<file path="src/rtl/rv32i_mc_controller.sv">
// Multicycle RV32I control FSM: sequences fetch/decode/execute/memory/writeback
// over a shared ALU and unified memory port, with mem_ready stalls and illegal-opcode trapping.
module rv32i_mc_controller #(
   parameter bit USE_MEM_READY = 1'b1,
   parameter bit ILLEGAL_HALT  = 1'b1
) (
   input  logic       clk,
   input  logic       rst_n,
   input  logic [6:0] opcode,
   input  logic [2:0] funct3,
   input  logic       funct7_5,
   input  logic       Zero,
   input  logic       NEG,
   input  logic       NEGU,
   input  logic       mem_ready,
   output logic       MemReq,
   output logic       MemWrite,
   output logic       AdrSrc,
   output logic       IRWrite,
   output logic       PCWrite,
   output logic       RegWrite,
   output logic [1:0] ALUSrcA,
   output logic [1:0] ALUSrcB,
   output logic [1:0] ResultSrc,
   output logic [2:0] ImmSrc,
   output logic [3:0] ALUControl,
   output logic [2:0] LoadExtSrc,
   output logic       Illegal,
   output logic [3:0] state_o
);

   localparam logic [6:0] OP_LOAD  = 7'b0000011;
   localparam logic [6:0] OP_STORE = 7'b0100011;
   localparam logic [6:0] OP_R     = 7'b0110011;
   localparam logic [6:0] OP_I     = 7'b0010011;
   localparam logic [6:0] OP_BR    = 7'b1100011;
   localparam logic [6:0] OP_JAL   = 7'b1101111;
   localparam logic [6:0] OP_JALR  = 7'b1100111;
   localparam logic [6:0] OP_LUI   = 7'b0110111;
   localparam logic [6:0] OP_AUIPC = 7'b0010111;

   localparam logic [2:0] IMM_I = 3'b000;
   localparam logic [2:0] IMM_S = 3'b001;
   localparam logic [2:0] IMM_B = 3'b010;
   localparam logic [2:0] IMM_U = 3'b011;
   localparam logic [2:0] IMM_J = 3'b100;

   localparam logic [3:0] ALU_ADD  = 4'b0000;
   localparam logic [3:0] ALU_SUB  = 4'b0001;
   localparam logic [3:0] ALU_AND  = 4'b0010;
   localparam logic [3:0] ALU_OR   = 4'b0011;
   localparam logic [3:0] ALU_XOR  = 4'b0100;
   localparam logic [3:0] ALU_SLT  = 4'b0101;
   localparam logic [3:0] ALU_SLTU = 4'b0110;
   localparam logic [3:0] ALU_SLL  = 4'b0111;
   localparam logic [3:0] ALU_SRL  = 4'b1000;
   localparam logic [3:0] ALU_SRA  = 4'b1001;

   typedef enum logic [3:0] {
      S_FETCH    = 4'd0,
      S_DECODE   = 4'd1,
      S_MEMADR   = 4'd2,
      S_MEMREAD  = 4'd3,
      S_MEMWB    = 4'd4,
      S_MEMWRITE = 4'd5,
      S_EXECR    = 4'd6,
      S_EXECI    = 4'd7,
      S_ALUWB    = 4'd8,
      S_BRANCH   = 4'd9,
      S_JAL      = 4'd10,
      S_JALR     = 4'd11,
      S_LINK     = 4'd12,
      S_UPPER    = 4'd13,
      S_TRAP     = 4'd14
   } state_e;

   state_e state_q, state_d;
   logic   illegal_q, illegal_d;
   logic   mem_done;
   logic   br_taken;

   // Register-register and register-immediate ops share the funct3 map; only R-type may SUB.
   function automatic logic [3:0] alu_dec(input logic [2:0] f3, input logic f75, input logic is_r);
      logic [3:0] op;
      case (f3)
         3'b000:  op = (is_r && f75) ? ALU_SUB : ALU_ADD;
         3'b001:  op = ALU_SLL;
         3'b010:  op = ALU_SLT;
         3'b011:  op = ALU_SLTU;
         3'b100:  op = ALU_XOR;
         3'b101:  op = f75 ? ALU_SRA : ALU_SRL;
         3'b110:  op = ALU_OR;
         default: op = ALU_AND;
      endcase
      return op;
   endfunction

   assign mem_done = USE_MEM_READY ? mem_ready : 1'b1;

   always_comb begin
      case (funct3)
         3'b000:  br_taken = Zero;
         3'b001:  br_taken = ~Zero;
         3'b100:  br_taken = NEG;
         3'b101:  br_taken = ~NEG;
         3'b110:  br_taken = NEGU;
         3'b111:  br_taken = ~NEGU;
         default: br_taken = 1'b0;
      endcase
   end

   always_ff @(posedge clk or negedge rst_n) begin
      if (!rst_n) begin
         state_q   <= S_FETCH;
         illegal_q <= 1'b0;
      end else begin
         state_q   <= state_d;
         illegal_q <= illegal_d;
      end
   end

   always_comb begin
      state_d    = state_q;
      illegal_d  = illegal_q;
      MemReq     = 1'b0;
      MemWrite   = 1'b0;
      AdrSrc     = 1'b0;
      IRWrite    = 1'b0;
      PCWrite    = 1'b0;
      RegWrite   = 1'b0;
      ALUSrcA    = 2'b00;
      ALUSrcB    = 2'b00;
      ResultSrc  = 2'b00;
      ImmSrc     = IMM_I;
      ALUControl = ALU_ADD;
      case (state_q)
         S_FETCH: begin
            MemReq    = 1'b1;
            ALUSrcB   = 2'b10;
            ResultSrc = 2'b10;
            IRWrite   = mem_done;
            PCWrite   = mem_done;
            if (mem_done) state_d = S_DECODE;
         end
         // Branch target (or JAL target) is precomputed into ALUOut here.
         S_DECODE: begin
            ALUSrcA = 2'b01;
            ALUSrcB = 2'b01;
            ImmSrc  = (opcode == OP_JAL) ? IMM_J : IMM_B;
            case (opcode)
               OP_LOAD, OP_STORE: state_d = S_MEMADR;
               OP_R:              state_d = S_EXECR;
               OP_I:              state_d = S_EXECI;
               OP_BR:             state_d = S_BRANCH;
               OP_JAL:            state_d = S_JAL;
               OP_JALR:           state_d = S_JALR;
               OP_LUI, OP_AUIPC:  state_d = S_UPPER;
               default: begin
                  illegal_d = 1'b1;
                  state_d   = ILLEGAL_HALT ? S_TRAP : S_FETCH;
               end
            endcase
         end
         S_MEMADR: begin
            ALUSrcA = 2'b10;
            ALUSrcB = 2'b01;
            ImmSrc  = (opcode == OP_STORE) ? IMM_S : IMM_I;
            state_d = (opcode == OP_STORE) ? S_MEMWRITE : S_MEMREAD;
         end
         S_MEMREAD: begin
            MemReq = 1'b1;
            AdrSrc = 1'b1;
            if (mem_done) state_d = S_MEMWB;
         end
         S_MEMWB: begin
            ResultSrc = 2'b01;
            RegWrite  = 1'b1;
            state_d   = S_FETCH;
         end
         S_MEMWRITE: begin
            MemReq   = 1'b1;
            MemWrite = 1'b1;
            AdrSrc   = 1'b1;
            if (mem_done) state_d = S_FETCH;
         end
         S_EXECR: begin
            ALUSrcA    = 2'b10;
            ALUControl = alu_dec(funct3, funct7_5, 1'b1);
            state_d    = S_ALUWB;
         end
         S_EXECI: begin
            ALUSrcA    = 2'b10;
            ALUSrcB    = 2'b01;
            ALUControl = alu_dec(funct3, funct7_5, 1'b0);
            state_d    = S_ALUWB;
         end
         S_ALUWB: begin
            RegWrite = 1'b1;
            state_d  = S_FETCH;
         end
         S_BRANCH: begin
            ALUSrcA    = 2'b10;
            ALUControl = ALU_SUB;
            PCWrite    = br_taken;
            state_d    = S_FETCH;
         end
         S_JAL: begin
            PCWrite = 1'b1;
            ALUSrcA = 2'b01;
            ALUSrcB = 2'b10;
            state_d = S_ALUWB;
         end
         S_JALR: begin
            ALUSrcA   = 2'b10;
            ALUSrcB   = 2'b01;
            ResultSrc = 2'b10;
            PCWrite   = 1'b1;
            state_d   = S_LINK;
         end
         S_LINK: begin
            ALUSrcA = 2'b01;
            ALUSrcB = 2'b10;
            state_d = S_ALUWB;
         end
         S_UPPER: begin
            ALUSrcA = (opcode == OP_LUI) ? 2'b11 : 2'b01;
            ALUSrcB = 2'b01;
            ImmSrc  = IMM_U;
            state_d = S_ALUWB;
         end
         S_TRAP:  state_d = S_TRAP;
         default: state_d = S_FETCH;
      endcase
   end

   assign LoadExtSrc = funct3;
   assign Illegal    = illegal_q;
   assign state_o    = state_q;

endmodule

</file>
<file path="config.mk">
export PLATFORM = sky130hd
export DESIGN_NAME = rv32i_mc_controller
export DESIGN_NICKNAME = d
export VERILOG_FILES = /design/src/rtl/rv32i_mc_controller.sv
export SDC_FILE = /design/constraint.sdc
export NUM_CORES = 1
export LEC_CHECK = 0
export BUFFER_PORTS_ARGS = -buffer_cell sky130_fd_sc_hd__buf_2
export CAP_MARGIN = 25
export CORE_MARGIN = 2
export CORE_UTILIZATION = 45
export CTS_CLUSTER_DIAMETER = 80
export CTS_CLUSTER_SIZE = 30
export DETAILED_ROUTE_END_ITERATION = 12
export PLACE_DENSITY = 0.79
export SETUP_SLACK_MARGIN = 0.1
export SYNTH_ARGS = -nofsm -noshare
export SYNTH_HDL_FRONTEND = slang
export SYNTH_SLANG_ARGS = --single-unit
</file>
<file path="constraint.sdc">
create_clock -name clk -period 3.7 [get_ports clk]
set_input_delay 0.185 -clock clk [delete_from_list [all_inputs] [get_ports clk]]
set_output_delay 0.185 -clock clk [all_outputs]
set_load 0.05 [all_outputs]
</file>
==> out/results.ini <==
[status]
outcome = finished clean

[timing]
final.setup.tns_ps = 0
fin_crit_ps = 2300
fin_skew_ps = 3.49
finalCritPeriodShare_pct = 62.1
rsz0062_at_grt = false
slew_violations = 0
max-slew-margin-rel_pct = 50.7
setup_violations = 0
finalHoldViolCount = 0
fmax_mhz = 435
worst_slack_ps = 1400
tightest_slew_ps = 740

[routing]
wl_met3_um = 146
ant_nets = 0
drt_wl_total_mm = 2.39
viasPerCell = 5.60
met2_length_mm = 1.21
top_layer_used = met3
firstDrtPassIters = 4
via_count = 1048
wl_met1_mm = 1.03
dr.first_iter.drc_count = 17
wire_per_inst_um = 12.8
drcViolationCount = 0

[power]
vdd_drop_max_v = 0.000431
leakage_nw = 0.521
pwr_density_cell_mw_per_mm2 = 878

[synthesis]
yosysTopAreaCellShare_pct = 14.6
post_synth_num_cell_types = 44
synth_area_leaders = dfrtp_1 (15%), a21oi_1 (6.4%), nor2_1 (6.1%)
yosysWarningCount = 0
synth_nets = 143
ys_ff_latch = 5
syn_avg_cell_area_sq_um = 6.78
syn_area_sq_um = 855
synth_largest_area_cell = dfrtp_1
synth_seq_area_share_pct = 14.6
syn_inst = 126

[floorplanning]
start_util_pct = 48.4
coreArea_sq_mm = 0.00176
ios = 44
die-width_um = 47.6
die_h_um = 47.6
dieArea_sq_mm = 0.00226
rows = 15

[cells_and_area]
fill_cells = 179
drive_gt1_share_pct = 31.5
area_growth_pct = 25.0
final_nets = 180
n_antenna_cell = 0

[critical_path]
worstSetupPathType = reg -> out
arrival_ps = 2110
crit_start = state_o[1]
critical_path_depth = 5
worstReg2RegStart = state_o[1]
worstPathRequired_ps = 3510
critical-path-top-delay-family = flip-flops
rr_worst_depth = 4
cp_num_buf_inv = 1
crit_chain = nor2b_1, a41oi_1, o221a_2, o22ai_1, buf_2
end_kind = output port
crit_fanout = 27
start_kind = flop
cp_slowest_cell = dfrtp_1
slowest_delay_ps = 810

[cts]
path_clk_slew_ps = 50
cts_buffers = 3
cts_hold_buf = 1
cts_max_level = 1
cts_tree = done
clock_sinks = 5
clk_latency_ps = 240
clockBufferDepth = 2
postCtsSetupBuffers = 0
cts_resized = 0
root_buffer = clkbuf_4

[placed_design]
io_buffer_count = 43
dp_slack_ps = 1670
hpwl_mm = 1.84
globalplace.congestion = 0.893

[job]
max_cap_violations = 0

[hold_path]
min_path_type = in -> async

[grt]
grt_antenna_before_repair = 0
grt_usage_pct = 21.1
grt_pass1_wl_mm = 3.53
grt_max_degree = 28
grt_pass1_vias = 889
gr-total-overflow = 0

==> layout make-up <==
| class | instances | area (sq um) | area share (%) |
|---|---|---|---|
| well taps | 25 | 31.3 | 2.93 |
| inverters | 8 | 30.0 | 2.81 |
| repair buffers | 44 | 225 | 21.1 |
| multi-input cells | 101 | 631 | 59.0 |
| flip-flops and latches | 5 | 125 | 11.7 |
| clock buffers | 4 | 26.3 | 2.46 |
==> worst register-to-register path, cell delays in order, from the launching register on <==
cell,delay [ps]
dfrtp_1,640
nand2b_4,300
or3_4,390
o311ai_1,360
a2bb2oi_1,190
==> Yosys cell counts, drive strengths merged <==
master	count
or3	1
a221oi	2
a21o	1
or2	1
and3b	3
nor2b	3
nand3b	3
inv	8
o21ai	6
nand4	1
o22ai	3
a41oi	1
nand3	5
a2bb2oi	1
dfrtp	5
o211ai	1
a21oi	11
xor2	2
a211oi	2
nor2	14
o41ai	1
nand2	10
clkbuf	3
nor4b	2
o311ai	1
nand2b	7
o221ai	1
a21boi	1
buf	9
nand4b	1
and2	1
xnor2	3
o221a	1
mux2i	1
a2111oi	1
and3	3
a221o	1
o32ai	1
mux2	1
nor3	3
==> placed cells by master (no fill, tap or decap), types with 2 or more instances in the layout <==
master,synthesis,final
nand2_1,10,10
a21oi_1,11,11
a211oi_1,2,2
and3_1,3,3
xor2_1,2,2
o22ai_1,3,3
a221oi_1,2,2
nand3_1,5,5
and3b_1,3,3
dfrtp_1,5,5
nor3_1,3,3
nor2_1,14,14
o21ai_0,6,6
clkbuf_4,0,3
nand3b_1,3,3
buf_2,4,43
xnor2_1,3,3
nand2b_1,6,6
nor4b_1,2,2
inv_1,8,8
nor2b_1,3,3
==> through the flow <==
stage / hold slack (ps) / cell area [sq um] / power, mW / instances / util, %
final: 273 / 1070 / 0.938 / 187 / 60.6
after global routing: 313 / 1070 / 0.999 / 187 / 60.6
after CTS: 284 / 1070 / 0.939 / 187 / 60.6
after detailed placement: 4.08 / 1030 / 0.871 / 182 / 58.5
after global placement: -0.706 / 1030 / 0.863 / 182 / 58.5
after floorplan: -111 / 855 / 0.739 / 126 / -
==> sequential cells by signal, summed over array words and instances, names as in the netlist <==
| signal | cells |
|---|---|
| Illegal | 1 |
| state_o | 4 |
==> path summary, 6_finish.rpt <==
check / endpoint / slack [ps]
setup / recovery: ALUControl[0] / 1400
hold / removal: state_o[0] / 270
setup reg to reg: state_o[2] / 1740
hold reg to reg: Illegal / 460
max in group asynchronous: Illegal / 3300
min in group clk: state_o[1] / 330
==> metal layers <==
metal / track usage [%] / vias to the layer above
li1: - / 532
met1: 24.4 / 482
met2: 38.6 / 34
met3: 3.02 / 0
met4: 8.65 / 0
met5: 0 / -
==> logic make-up (layout without fill, tap and decap cells) <==
| kind of cell | count (synthesis) | after routing | synth area share, % |
|---|---|---|---|
| AO/OA/AOI/OAI | 36 | 36 | 28.3 |
| XOR/XNOR | 5 | 5 | 5.13 |
| buffers and inverters | 20 | 56 | 11.6 |
| flip-flops | 5 | 5 | 14.6 |
| multiplexers | 2 | 2 | 2.49 |
| AND/OR/NAND/NOR | 58 | 58 | 37.9 |
==> where the power goes <==
part / switching (mW) / internal [mW]
registers: 0.0949 / 0.0699
clock network: 0.0232 / 0.0408
logic: 0.510 / 0.200
Power figures use the tool's default switching activity.
